$ cat src/rtl/intr_ctrl_if.sv
// rtl/intr_ctrl_if.sv - interrupt controller signal bundle with master/slave views
interface intr_ctrl_if #(
  parameter int N_IRQ = 8
);
  localparam int ID_W = $clog2(N_IRQ);

  logic [N_IRQ-1:0] irq_in;
  logic             mask_we;
  logic [N_IRQ-1:0] mask_wdata;
  logic             clr_we;
  logic [N_IRQ-1:0] clr_data;
  logic             ir_ack;
  logic             eret;
  logic             ir_req;
  logic [ID_W-1:0]  ir_id;
  logic [N_IRQ-1:0] pending;
  logic [N_IRQ-1:0] mask;
  logic             busy;

  // Controller side: receives lines, register writes and CP0 strobes
  modport slave (
    input  irq_in, mask_we, mask_wdata, clr_we, clr_data, ir_ack, eret,
    output ir_req, ir_id, pending, mask, busy
  );

  // CPU/environment side: drives lines, register writes and CP0 strobes
  modport master (
    output irq_in, mask_we, mask_wdata, clr_we, clr_data, ir_ack, eret,
    input  ir_req, ir_id, pending, mask, busy
  );
endinterface

$ cat src/rtl/intr_ctrl.sv
// rtl/intr_ctrl.sv - edge-triggered prioritised interrupt controller; INTR_SYNC_EN adds a 2-flop input synchronizer
module intr_ctrl #(
  parameter int N_IRQ = 8
) (
  input  logic      clk,
  input  logic      rst,
  intr_ctrl_if.slave bus
);
  localparam int ID_W = $clog2(N_IRQ);

  localparam logic [1:0] IDLE    = 2'd0;
  localparam logic [1:0] REQ     = 2'd1;
  localparam logic [1:0] SERVICE = 2'd2;

  logic [1:0]       state;
  logic [N_IRQ-1:0] smp;
  logic [N_IRQ-1:0] prev;
  logic [N_IRQ-1:0] rise;
  logic [N_IRQ-1:0] pending_q;
  logic [N_IRQ-1:0] mask_q;
  logic [N_IRQ-1:0] cand;
  logic [N_IRQ-1:0] clr_bits;
  logic [ID_W-1:0]  sel;
  logic [ID_W-1:0]  ir_id_q;
  logic             ir_req_q;
  logic             ack_take;

`ifdef INTR_SYNC_EN
  logic [N_IRQ-1:0] sync1;
  logic [N_IRQ-1:0] sync2;

  // Two-flop synchronizer for the asynchronous interrupt lines
  always_ff @(posedge clk or posedge rst) begin
    if (rst) begin
      sync1 <= '0;
      sync2 <= '0;
    end else begin
      sync1 <= bus.irq_in;
      sync2 <= sync1;
    end
  end

  assign smp = sync2;
`else
  logic [N_IRQ-1:0] smp_q;

  // Single sampling flop; lines are assumed already clean
  always_ff @(posedge clk or posedge rst) begin
    if (rst) smp_q <= '0;
    else     smp_q <= bus.irq_in;
  end

  assign smp = smp_q;
`endif

  // Previous sampled level for rising-edge detection
  always_ff @(posedge clk or posedge rst) begin
    if (rst) prev <= '0;
    else     prev <= smp;
  end

  assign rise     = smp & ~prev;
  assign cand     = pending_q & mask_q;
  assign ack_take = (state == REQ) && bus.ir_ack;
  assign clr_bits = (bus.clr_we ? bus.clr_data : '0)
                  | (ack_take ? (N_IRQ'(1) << ir_id_q) : '0);

  // Lowest-index candidate wins
  always_comb begin
    sel = '0;
    for (int i = N_IRQ - 1; i >= 0; i--) begin
      if (cand[i]) sel = ID_W'(i);
    end
  end

  // Pending register: a newly detected edge overrides a same-cycle clear
  always_ff @(posedge clk or posedge rst) begin
    if (rst) pending_q <= '0;
    else     pending_q <= (pending_q & ~clr_bits) | rise;
  end

  // Mask register; arbitration sees a write from the following cycle
  always_ff @(posedge clk or posedge rst) begin
    if (rst)              mask_q <= '0;
    else if (bus.mask_we) mask_q <= bus.mask_wdata;
  end

  // Request FSM: no nesting, request withdrawn if its source disappears
  always_ff @(posedge clk or posedge rst) begin
    if (rst) begin
      state    <= IDLE;
      ir_req_q <= 1'b0;
      ir_id_q  <= '0;
    end else begin
      case (state)
        IDLE: begin
          if (cand != '0) begin
            state    <= REQ;
            ir_req_q <= 1'b1;
            ir_id_q  <= sel;
          end
        end
        REQ: begin
          if (bus.ir_ack) begin
            state    <= SERVICE;
            ir_req_q <= 1'b0;
          end else if (!cand[ir_id_q]) begin
            state    <= IDLE;
            ir_req_q <= 1'b0;
          end
        end
        SERVICE: begin
          if (bus.eret) state <= IDLE;
        end
        default: begin
          state    <= IDLE;
          ir_req_q <= 1'b0;
        end
      endcase
    end
  end

  assign bus.ir_req  = ir_req_q;
  assign bus.ir_id   = ir_id_q;
  assign bus.pending = pending_q;
  assign bus.mask    = mask_q;
  assign bus.busy    = (state == REQ) || (state == SERVICE);

endmodule

$ cat src/flat_wrapper.sv
// flat-port wrapper written by rule: the top's interface ports become plain ports
module intr_ctrl_flat 
#(
  parameter int N_IRQ = 8
)
  (clk, rst, bus_irq_in, bus_mask_we, bus_mask_wdata, bus_clr_we, bus_clr_data, bus_ir_ack, bus_eret, bus_ir_req, bus_ir_id, bus_pending, bus_mask, bus_busy);
  intr_ctrl_if #(.N_IRQ(N_IRQ)) bus_i ();
  input  logic clk;
  input  logic rst;
  input wire logic [$bits(bus_i.irq_in)-1:0] bus_irq_in;
  input wire logic [$bits(bus_i.mask_we)-1:0] bus_mask_we;
  input wire logic [$bits(bus_i.mask_wdata)-1:0] bus_mask_wdata;
  input wire logic [$bits(bus_i.clr_we)-1:0] bus_clr_we;
  input wire logic [$bits(bus_i.clr_data)-1:0] bus_clr_data;
  input wire logic [$bits(bus_i.ir_ack)-1:0] bus_ir_ack;
  input wire logic [$bits(bus_i.eret)-1:0] bus_eret;
  output wire logic [$bits(bus_i.ir_req)-1:0] bus_ir_req;
  output wire logic [$bits(bus_i.ir_id)-1:0] bus_ir_id;
  output wire logic [$bits(bus_i.pending)-1:0] bus_pending;
  output wire logic [$bits(bus_i.mask)-1:0] bus_mask;
  output wire logic [$bits(bus_i.busy)-1:0] bus_busy;
  assign bus_i.irq_in = bus_irq_in;
  assign bus_i.mask_we = bus_mask_we;
  assign bus_i.mask_wdata = bus_mask_wdata;
  assign bus_i.clr_we = bus_clr_we;
  assign bus_i.clr_data = bus_clr_data;
  assign bus_i.ir_ack = bus_ir_ack;
  assign bus_i.eret = bus_eret;
  assign bus_ir_req = bus_i.ir_req;
  assign bus_ir_id = bus_i.ir_id;
  assign bus_pending = bus_i.pending;
  assign bus_mask = bus_i.mask;
  assign bus_busy = bus_i.busy;
  intr_ctrl #(.N_IRQ(N_IRQ)) u_core (.clk(clk), .rst(rst), .bus(bus_i));
endmodule
$ cat config.mk
export PLATFORM = sky130hd
export DESIGN_NAME = intr_ctrl_flat
export DESIGN_NICKNAME = d
export VERILOG_FILES = /design/src/rtl/intr_ctrl_if.sv /design/src/rtl/intr_ctrl.sv /design/src/flat_wrapper.sv
export SDC_FILE = /design/constraint.sdc
export NUM_CORES = 1
export LEC_CHECK = 0
export ABC_AREA = 0
export BUFFER_PORTS_ARGS = -buffer_cell sky130_fd_sc_hd__buf_2
export CORE_ASPECT_RATIO = 1.25
export CORE_UTILIZATION = 53
export DETAILED_ROUTE_END_ITERATION = 12
export HOLD_SLACK_MARGIN = 0.1
export PLACE_DENSITY = 0.83
export SETUP_SLACK_MARGIN = 0.4
export SLEW_MARGIN = 0
export SYNTH_ARGS = -nofsm -noshare
export SYNTH_HDL_FRONTEND = slang
export SYNTH_SLANG_ARGS = --single-unit
export TNS_END_PERCENT = 1
$ cat constraint.sdc
create_clock -name clk -period 3.9 [get_ports clk]
set_input_delay 0.78 -clock clk [delete_from_list [all_inputs] [get_ports clk]]
set_output_delay 0.78 -clock clk [all_outputs]
set_load 0.005 [all_outputs]
==> impl_metrics.yaml, run 1 <==
timing:
  max_clock_freq_ghz: 0.498
  finalSetupTns_ns: 0
  slew_headroom_pct: 69.8
  period_minus_slack_ns: 2.01
  rsz0062_at_grt: "false"
  final-hold-violation-count: 0
  final.period_utilization_pct: 51.5
  worst_pin_slew_ns: 0.454
  slew_viol_final: 0
  finalSetupViolations: 0
  fin_skew_ns: 0.0115
final_layout:
  instances_no_fill: 222
  postLayoutCoreUtil_pct: 69.8
  layout-drive-gt1-share_pct: 37.8
  multiInputGateArea_um2: 583
  area_delta_synth_final_pct: 20.4
  num-fill-cells: 216
  layout.nets: 221
  seq_area_um2: 951
  final_cell_area_um2: 1920
  final_cell_mix: "buf_2 (50), dfrtp_1 (38), nand2_1 (19), inv_1 (11), o21ai_0 (11)"
  final_common_cell: "buf_2"
  diodes: 0
place:
  post-place-cells: 215
  post-dp-hpwl_um: 2490
  gp_congestion: 0.879
  port-buffer-count: 50
  place_area_um2: 1880
yosys:
  ys.flop_type: "dfrtp_1"
  syn_inst: 134
  synthAdderAreaFrac_pct: 2.35
  synthXorXnorAreaFrac_pct: 0
  async_flop_share_pct: 100
  synth_compound_area_share_pct: 16.1
  synth_edf_count: 0
  synthSimpleGateAreaFrac_pct: 9.63
  synth.distinct_cells: 29
  ys_ff_latch: 38
  synth.net_count: 167
  yosysSeqAreaShare_pct: 59.5
  synth_area_per_cell_um2: 11.9
  yosysWarnings: 0
  syn_area_um2: 1600
  synth_top_family_by_area: "compound AO/OA/AOI/OAI gates"
  yosys-mux-area-fraction_pct: 8.46
pwr:
  power_uw: 1070
  leakage_uw: 0.000930
  pwr_density_cell_nw_per_um2: 554
  peakVddDrop_mv: 0.352
clock_tree:
  cts_resized: 0
  clock_sinks: 38
  postCtsSetupBuffers: 0
  cts_tree: "done"
  clk_latency_ns: 0.33
  cts_buffers: 5
  root_buffer: "clkbuf_4"
  clk_pin_slew_ns: 0.11
  cts_hold_buf: 0
  cts.path.max_buffers: 2
  h-tree-depth: 2
critical_path:
  path_class: "reg2out"
  endpoint_kind: "output pin"
  required_ns: 3.12
  critPathArrivalTime_ns: 1.23
  critPathLaunchType: "flop"
  worstPathMaxFanout: 3
  worst_r2r_path_depth: 6
route:
  via_per_inst: 5.59
  drc: 0
  wl_per_cell_um: 14.7
  drtIter0Drc: 28
  via_count: 1241
  drt_wl_total_um: 3260
  ant_nets: 0
  first_pass_iters: 6
worst_hold_path:
  holdPathStages: 0
  hp-class: "reg2reg"
flow_run:
  drv_cap: 0
global_routing:
  overflow: 0
  antenna_found_initial: 0
  grt_pass1_vias: 1264
  grt_max_degree: 39
  grt_pass1_wl_um: 5670
  grt.total_usage_pct: 24.3
die:
  design.core.area_um2: 2760
  row_count: 21
  die_h_um: 63.4
  pin_count: 51
  die_area_um2: 3240
  die_width_um: 51.1
  start_util_pct: 57.9
run_status:
  outcome: "finished, final reports clean"
[cell usage after synthesis (3+ instances only)]
cell,n,area share [%]
nand3_1,3,0.94
nand2_1,19,4.5
mux2_2,8,5.6
ha_1,3,2.3
dfrtp_1,38,60
clkbuf_1,3,0.70
o21ai_0,11,3.4
inv_1,11,2.6
o211ai_1,6,2.8
a22oi_1,3,1.4
a21oi_1,6,1.9
[critical path: stages, from the launching register on]
cell and delay (ns):
dfrtp_1 0.41, inv_1 0.07, ha_1 0.29, buf_2 0.13
[routing by layer]
metal,GRT usage [%],wire length [um],up-vias
li1,-,-,585
met1,27.9,1200,592
met2,41.9,1810,58
met3,6.28,200,6
met4,10.1,47,0
met5,0,0,-
[final timing paths]
path / from / to / slack [ns]
setup / recovery: u_core.state[0]$_DFFE_PP0P_ / bus_busy / 1.89
hold / removal: u_core.smp[5]$_DFF_PP0_ / u_core.prev[5]$_DFF_PP0_ / 0.38
setup reg to reg: u_core.state[1]$_DFFE_PP0P_ / u_core.bus.ir_req$_DFFE_PP0P_ / 2.10
hold reg to reg: u_core.smp[5]$_DFF_PP0_ / u_core.prev[5]$_DFF_PP0_ / 0.38
max in group asynchronous: rst / u_core.state[1]$_DFFE_PP0P_ / 3.05
min in group asynchronous: rst / u_core.bus.pending[2]$_DFF_PP0_ / 0.53
[final cells by class]
| class | instances | area share, % |
|---|---|---|
| clock buffers | 6 | 2.15 |
| clock inverters | 1 | 0.390 |
| inverters | 11 | 2.15 |
| multi-input cells | 81 | 30.3 |
| flip-flops and latches | 38 | 49.4 |
| well taps | 34 | 2.21 |
| repair buffers | 51 | 13.4 |
[metrics by stage]
stage	hold WS, ns	worst slack [ns]
after floorplan	0.354	2.12
after global placement	0.358	1.98
after detailed placement	0.366	1.92
after CTS	0.390	1.87
after global routing	0.399	1.84
final	0.385	1.89
[cell families after synthesis]
group / Yosys count
AOI/OAI and AO/OA: 36
DFF: 38
adders and majority gates: 3
buffers and inverters: 15
and+or+nand+nor: 32
muxes: 10
[flip-flops by register name, summed over array words and instances, names as in the netlist]
register / cells
u_core.state: 2
u_core.bus.pending: 8
u_core.prev: 8
u_core.bus.ir_id: 3
u_core.bus.ir_req: 1
u_core.smp: 8
u_core.bus.mask: 8
[where the power goes]
group / leakage, uW / switching (uW) / internal [uW] / total [uW]
sequential: 0.000444 / 76.6 / 458 / 534
combinational: 0.000462 / 171 / 176 / 347
clock: 0.0000243 / 118 / 67.3 / 186
Note: power is estimated with default switching activity, not from simulation.
==> run 2, diff against run 1 <==
Settings changed: ABC_AREA 0 to 1, CORE_UTILIZATION 53 to 45, PLACE_DENSITY 0.83 to 0.74.
Clock period 3.9 ns to 1.8 ns, I/O delays scaled along.
==> run 2 against run 1 <==
Compared with the run above: clock power grew to 3.2 times the previous value; critical path depth is the same; utilization is 11 points lower; highest routed layer unchanged; largest cell class unchanged.
==> impl_metrics.yaml, run 2 <==
critical_path:
  r2r_end: "u_core.bus.pending[3]$_DFF_PP0_"
  rr_startpoint: "u_core.state[1]$_DFFE_PP0P_"
  worst_r2r_path_depth: 8
  endpoint_kind: "output pin"
  startpoint: "u_core.state[1]$_DFFE_PP0P_"
  cp-endpoint: "bus_busy"
  critPathLaunchType: "flop"
  worstPathMaxFanout: 2
  path_class: "reg2out"
  required_ns: 1.44
  r2r_slack_ns: 0.43
  critPathArrivalTime_ns: 1.10
worst_hold_path:
  hp-class: "in2async"
route:
  drt_wl_total_um: 3310
  first_pass_iters: 4
  drtIter0Drc: 22
  drc: 0
  wl_per_cell_um: 12.0
  via_count: 1354
  ant_nets: 0
  via_per_inst: 4.92
place:
  gp_congestion: 0.770
  port-buffer-count: 50
  post-dp-hpwl_um: 2500
  place_area_um2: 1940
global_routing:
  grt_pass1_wl_um: 5660
  grt_pass1_vias: 1316
  grt.total_usage_pct: 19.4
  grt_max_degree: 39
  overflow: 0
  antenna_found_initial: 0
pwr:
  pwr_density_cell_nw_per_um2: 1300
  peakVddDrop_mv: 0.866
  leakage_uw: 0.00112
timing:
  final-hold-violation-count: 0
  finalSetupTns_ns: 0
  period_minus_slack_ns: 1.46
  finalSetupViolations: 0
  max_clock_freq_ghz: 0.686
  worst_pin_slew_ns: 0.457
  rsz0062_at_grt: "true"
  final.period_utilization_pct: 81.0
  timing.hold.ws_ns: 0.159
  slew_headroom_pct: 69.5
  fin_skew_ns: 0.00553
  slew_viol_final: 0
run_status:
  outcome: "finished, final reports clean"
yosys:
  synth_edf_count: 0
  syn_inst: 177
  yosysMostFrequentCell: "nand2_1"
  synthTopCellsByArea: "dfrtp_1 (57%), nand2_1 (14%), mux2_2 (5.4%), inv_1 (3.9%), nand2_2 (3.8%)"
  ys.flop_type: "dfrtp_1"
  synthTopCellsByCount: "nand2_1 (61), dfrtp_1 (38), inv_1 (17)"
  synth_area_per_cell_um2: 9.35
  synth_top_area_share_pct: 57.5
  synth.distinct_cells: 24
  yosysSeqAreaShare_pct: 57.5
  ys_ff_latch: 38
  synth.net_count: 210
  yosysWarnings: 0
  yosysTopAreaCell: "dfrtp_1"
  syn_area_um2: 1650
  async_flop_share_pct: 100
die:
  die_h_um: 69.8
  design.core.area_um2: 3510
  die_area_um2: 3920
  start_util_pct: 47.1
  pin_count: 51
  row_count: 24
  die_width_um: 56.2
clock_tree:
  clk_pin_slew_ns: 0.07
  root_buffer: "clkbuf_8"
  clock_sinks: 38
  h-tree-depth: 2
  clk_latency_ns: 0.29
  cts.path.max_buffers: 2
  cts_tree: "done"
  cts_buffers: 5
final_layout:
  layout.nets: 268
  diodes: 0
  postLayoutCoreUtil_pct: 59.0
  area_delta_synth_final_pct: 25.3
  final_cell_mix: "nand2_1 (61), buf_2 (49), dfrtp_1 (38), inv_1 (15), nand2_2 (10)"
  layout-drive-gt1-share_pct: 37.7
  final_cell_area_um2: 2070
  final_common_cell: "nand2_1"
flow_run:
  drv_cap: 0
## run 2: worst min path at each step
stage,end,from,slack [ns],cells after the start
after floorplan,u_core.prev[0]$_DFF_PP0_,u_core.smp[0]$_DFF_PP0_,0.35,0
after global placement,u_core.prev[5]$_DFF_PP0_,u_core.smp[5]$_DFF_PP0_,0.36,0
after detailed placement,u_core.prev[0]$_DFF_PP0_,u_core.smp[0]$_DFF_PP0_,0.36,0
after CTS,u_core.smp[7]$_DFF_PP0_,bus_irq_in[7],0.16,1
after global routing,u_core.smp[1]$_DFF_PP0_,bus_irq_in[1],0.16,1
final,u_core.prev[4]$_DFF_PP0_,rst,0.16,3
## run 2: cell families (layout without fill, tap and decap cells)
kind of cell	count (synthesis)	count (layout)	synth area share [%]
AND/OR/NAND/NOR	87	87	22.5
flip-flops	38	38	57.5
buffers and inverters	25	84	6.50
AO/OA/AOI/OAI	16	16	5.82
multiplexers	8	8	5.45
adder cells (fa/ha/maj)	3	3	2.27
## run 2: power breakdown
group          switching (uW)  internal (uW)  total (uW)
Sequential                140            991        1130
Combinational             525            449         975
Clock                     279            308         587
Total                     943           1750        2690
## run 2: repair_timing
action	in CTS	in global routing
pin swaps	1	1
gates cloned	0	0
hold buffers	0	0
setup endpoints to repair	2	11
resized for setup	4	0
buffers inserted	3	0
## run 2: metal layers
| metal | share of wire [%] | GRT usage, % |
|---|---|---|
| met5 | 0 | 0 |
| met4 | 2.3 | 10.3 |
| met3 | 4.4 | 5.60 |
| met2 | 51 | 31.7 |
| met1 | 42 | 23.0 |
## run 2: stage by stage
| stage | std cells | setup slack [ns] | power (uW) |
|---|---|---|---|
| 2_1_floorplan | 177 | 0.579 | 1740 |
| 3_3_place_gp | 264 | 0.521 | 1970 |
| 3_5_place_dp | 264 | 0.508 | 1990 |
| 4_1_cts | 275 | 0.347 | 2720 |
| 5_1_grt | 275 | 0.297 | 2910 |
| 6_report | 275 | 0.341 | 2690 |
## run 2: layout make-up
type	count	area, um^2
Fill cell	320	1440
Sequential cell	38	951
Multi-Input combinational cell	114	608
Timing Repair Buffer	54	287
Inverter	22	87.6
Clock buffer	7	86.3
Tap cell	39	48.8
Clock inverter	1	5.00
## run 2: critical path, stage by stage, from the launching register on
cell and delay, ns:
dfrtp_1 0.40, inv_2 0.10, ha_4 0.20, buf_6 0.11
==> run 3, diff against run 2 <==
Clock period 1.8 ns to 1.3 ns, I/O delays scaled along.
==> run 3 against run 2 <==
Compared with the run above: the flow now finishes with violations (setup timing); count of clock-buffer cells in the layout fell by 1; sequential power up 37%; global-route usage up 2.1 points; register-to-register slack got worse by 0.43 ns; first-iteration DRC count is 41% higher; critical path depth stayed put; worst hold slack improved by 0.040 ns; final cell count up 9.8%; critical endpoint unchanged; largest cell class unchanged.
==> impl_metrics.yaml, run 3 (synthesized netlist as in run 2, its figures left out) <==
run_status:
  outcome: "finished with violations"
  violations: "setup timing"
pwr:
  swShare_pct: 33.1
  pwr_density_cell_nw_per_um2: 1850
  intPower_uw: 3160
  leakage_uw: 0.00133
  peakVddDrop_mv: 1.44
  combPwrFrac_pct: 41.2
  p_sw_uw: 1560
  p_seq_share_pct: 32.9
  clkPwrFrac_pct: 25.9
worst_hold_path:
  hp-class: "in2reg"
final_layout:
  postLayoutCoreUtil_pct: 72.7
  area_delta_synth_final_pct: 54.4
  layout.nets: 295
  num-fill-cells: 255
  layout-drive-gt1-share_pct: 49.8
  final_cell_mix: "nand2_1 (50), buf_2 (39), dfrtp_1 (37), nand2_2 (21), buf_6 (21)"
  final_common_cell: "nand2_1"
  diodes: 0
die:
  start_util_pct: 47.1
  die_area_um2: 3920
  die_h_um: 69.8
  die_width_um: 56.2
  pin_count: 51
  row_count: 24
  design.core.area_um2: 3510
critical_path:
  critPathLaunchType: "flop"
  path_class: "reg2out"
  critPathArrivalTime_ns: 1.08
  required_ns: 1.04
  endpoint_kind: "output pin"
  worstPathMaxFanout: 2
global_routing:
  grt.total_usage_pct: 21.6
  grt_max_degree: 39
  grt_pass1_wl_um: 6420
  overflow: 0
  grt_pass1_vias: 1553
  antenna_found_initial: 0
timing:
  worst_pin_slew_ns: 0.328
  rsz0062_at_grt: "true"
  finalSetupViolations: 1
  slew_viol_final: 0
  final-hold-violation-count: 0
  final.period_utilization_pct: 103
  period_minus_slack_ns: 1.34
  fin_skew_ns: 0.00276
  setup_ws_ns: -0.0405
  slew_headroom_pct: 78.1
  max_clock_freq_ghz: 0.746
route:
  drt_wl_total_um: 3960
  wl_per_cell_um: 13.1
  via_count: 1448
  first_pass_iters: 4
  via_per_inst: 4.79
  drc: 0
  ant_nets: 0
  drtIter0Drc: 31
clock_tree:
  cts_buffers: 5
  cts_tree: "done"
  clock_sinks: 38
  cts.path.max_buffers: 2
  clk_latency_ns: 0.29
  root_buffer: "clkbuf_8"
  clk_pin_slew_ns: 0.07
  h-tree-depth: 2
place:
  port-buffer-count: 50
  dp_slack_ns: -0.0189
  post-dp-hpwl_um: 2750
  gp_congestion: 0.922
flow_run:
  drv_cap: 0
==> run 3: stage by stage <==
stage	std cells	total power [uW]	hold slack (ns)	cell area [um^2]	TNS, ns
floorplan	177	2440	0.291	1660	0
global placement	282	2990	0.323	2100	-0.0183
detailed placement	282	3030	0.325	2100	-0.0379
CTS	300	4610	0.194	2500	-0.0540
global route	302	5020	0.191	2550	-0.449
finish	302	4720	0.200	2550	-0.0405
==> run 3: final cells by class <==
class,instances,area (um^2),share of cell area (%)
Timing Repair Buffer,81,624,24.4
Tap cell,39,48.8,1.91
Clock buffer,6,82.6,3.23
Inverter,22,87.6,3.43
Multi-Input combinational cell,114,698,27.3
Clock inverter,2,60.1,2.35
Sequential cell,38,952,37.3
==> run 3: path summary, 6_finish.rpt <==
| check | start | slack (ns) | cells past startpoint | to |
|---|---|---|---|---|
| setup / recovery | u_core.state[0]$_DFFE_PP0P_ | -0.04 | 3 | bus_busy |
| hold / removal | bus_mask_wdata[3] | 0.20 | 2 | u_core.bus.mask[3]$_DFFE_PP0P_ |
| setup reg to reg | u_core.state[0]$_DFFE_PP0P_ | 0 | 6 | u_core.bus.pending[5]$_DFF_PP0_ |
| hold reg to reg | u_core.smp[0]$_DFF_PP0_ | 0.38 | 0 | u_core.prev[0]$_DFF_PP0_ |
| max in group asynchronous | rst | 0.54 | 4 | u_core.bus.ir_id[0]$_DFFE_PP0P_ |
| min in group asynchronous | rst | 0.56 | 4 | u_core.prev[1]$_DFF_PP0_ |
==> run 3: critical path: stages (launching register included) <==
cell	delay, ns
dfrtp_1	0.40
inv_2	0.08
ha_4	0.20
buf_6	0.11
==> run 3: repair_timing <==
action / in CTS / in global routing
hold buffers: 9 / 0
gates resized for setup: 39 / 12
buffers inserted: 1 / 2
hold endpoints to repair: 46 / 0
gates cloned: 0 / 0
pin swaps: 18 / 6
endpoints found under the setup margin: 35 / 37
==> run 3: power by group through the flow <==
stage,combinational (uW),clock (uW),sequential [uW]
after floorplan,895,0,1540
after global placement,1440,0,1550
after detailed placement,1470,0,1560
after CTS,1820,1240,1550
after global routing,2160,1280,1580
final,1940,1220,1550
==> run 3: metal layers <==
metal  vias to the layer above  GRT usage (%)  wire, um
li1                        728              -         -
met1                       679           23.7      1530
met2                        33           38.9      2220
met3                         8           4.29       132
met4                         0           10.6        75
met5                         -              0         0
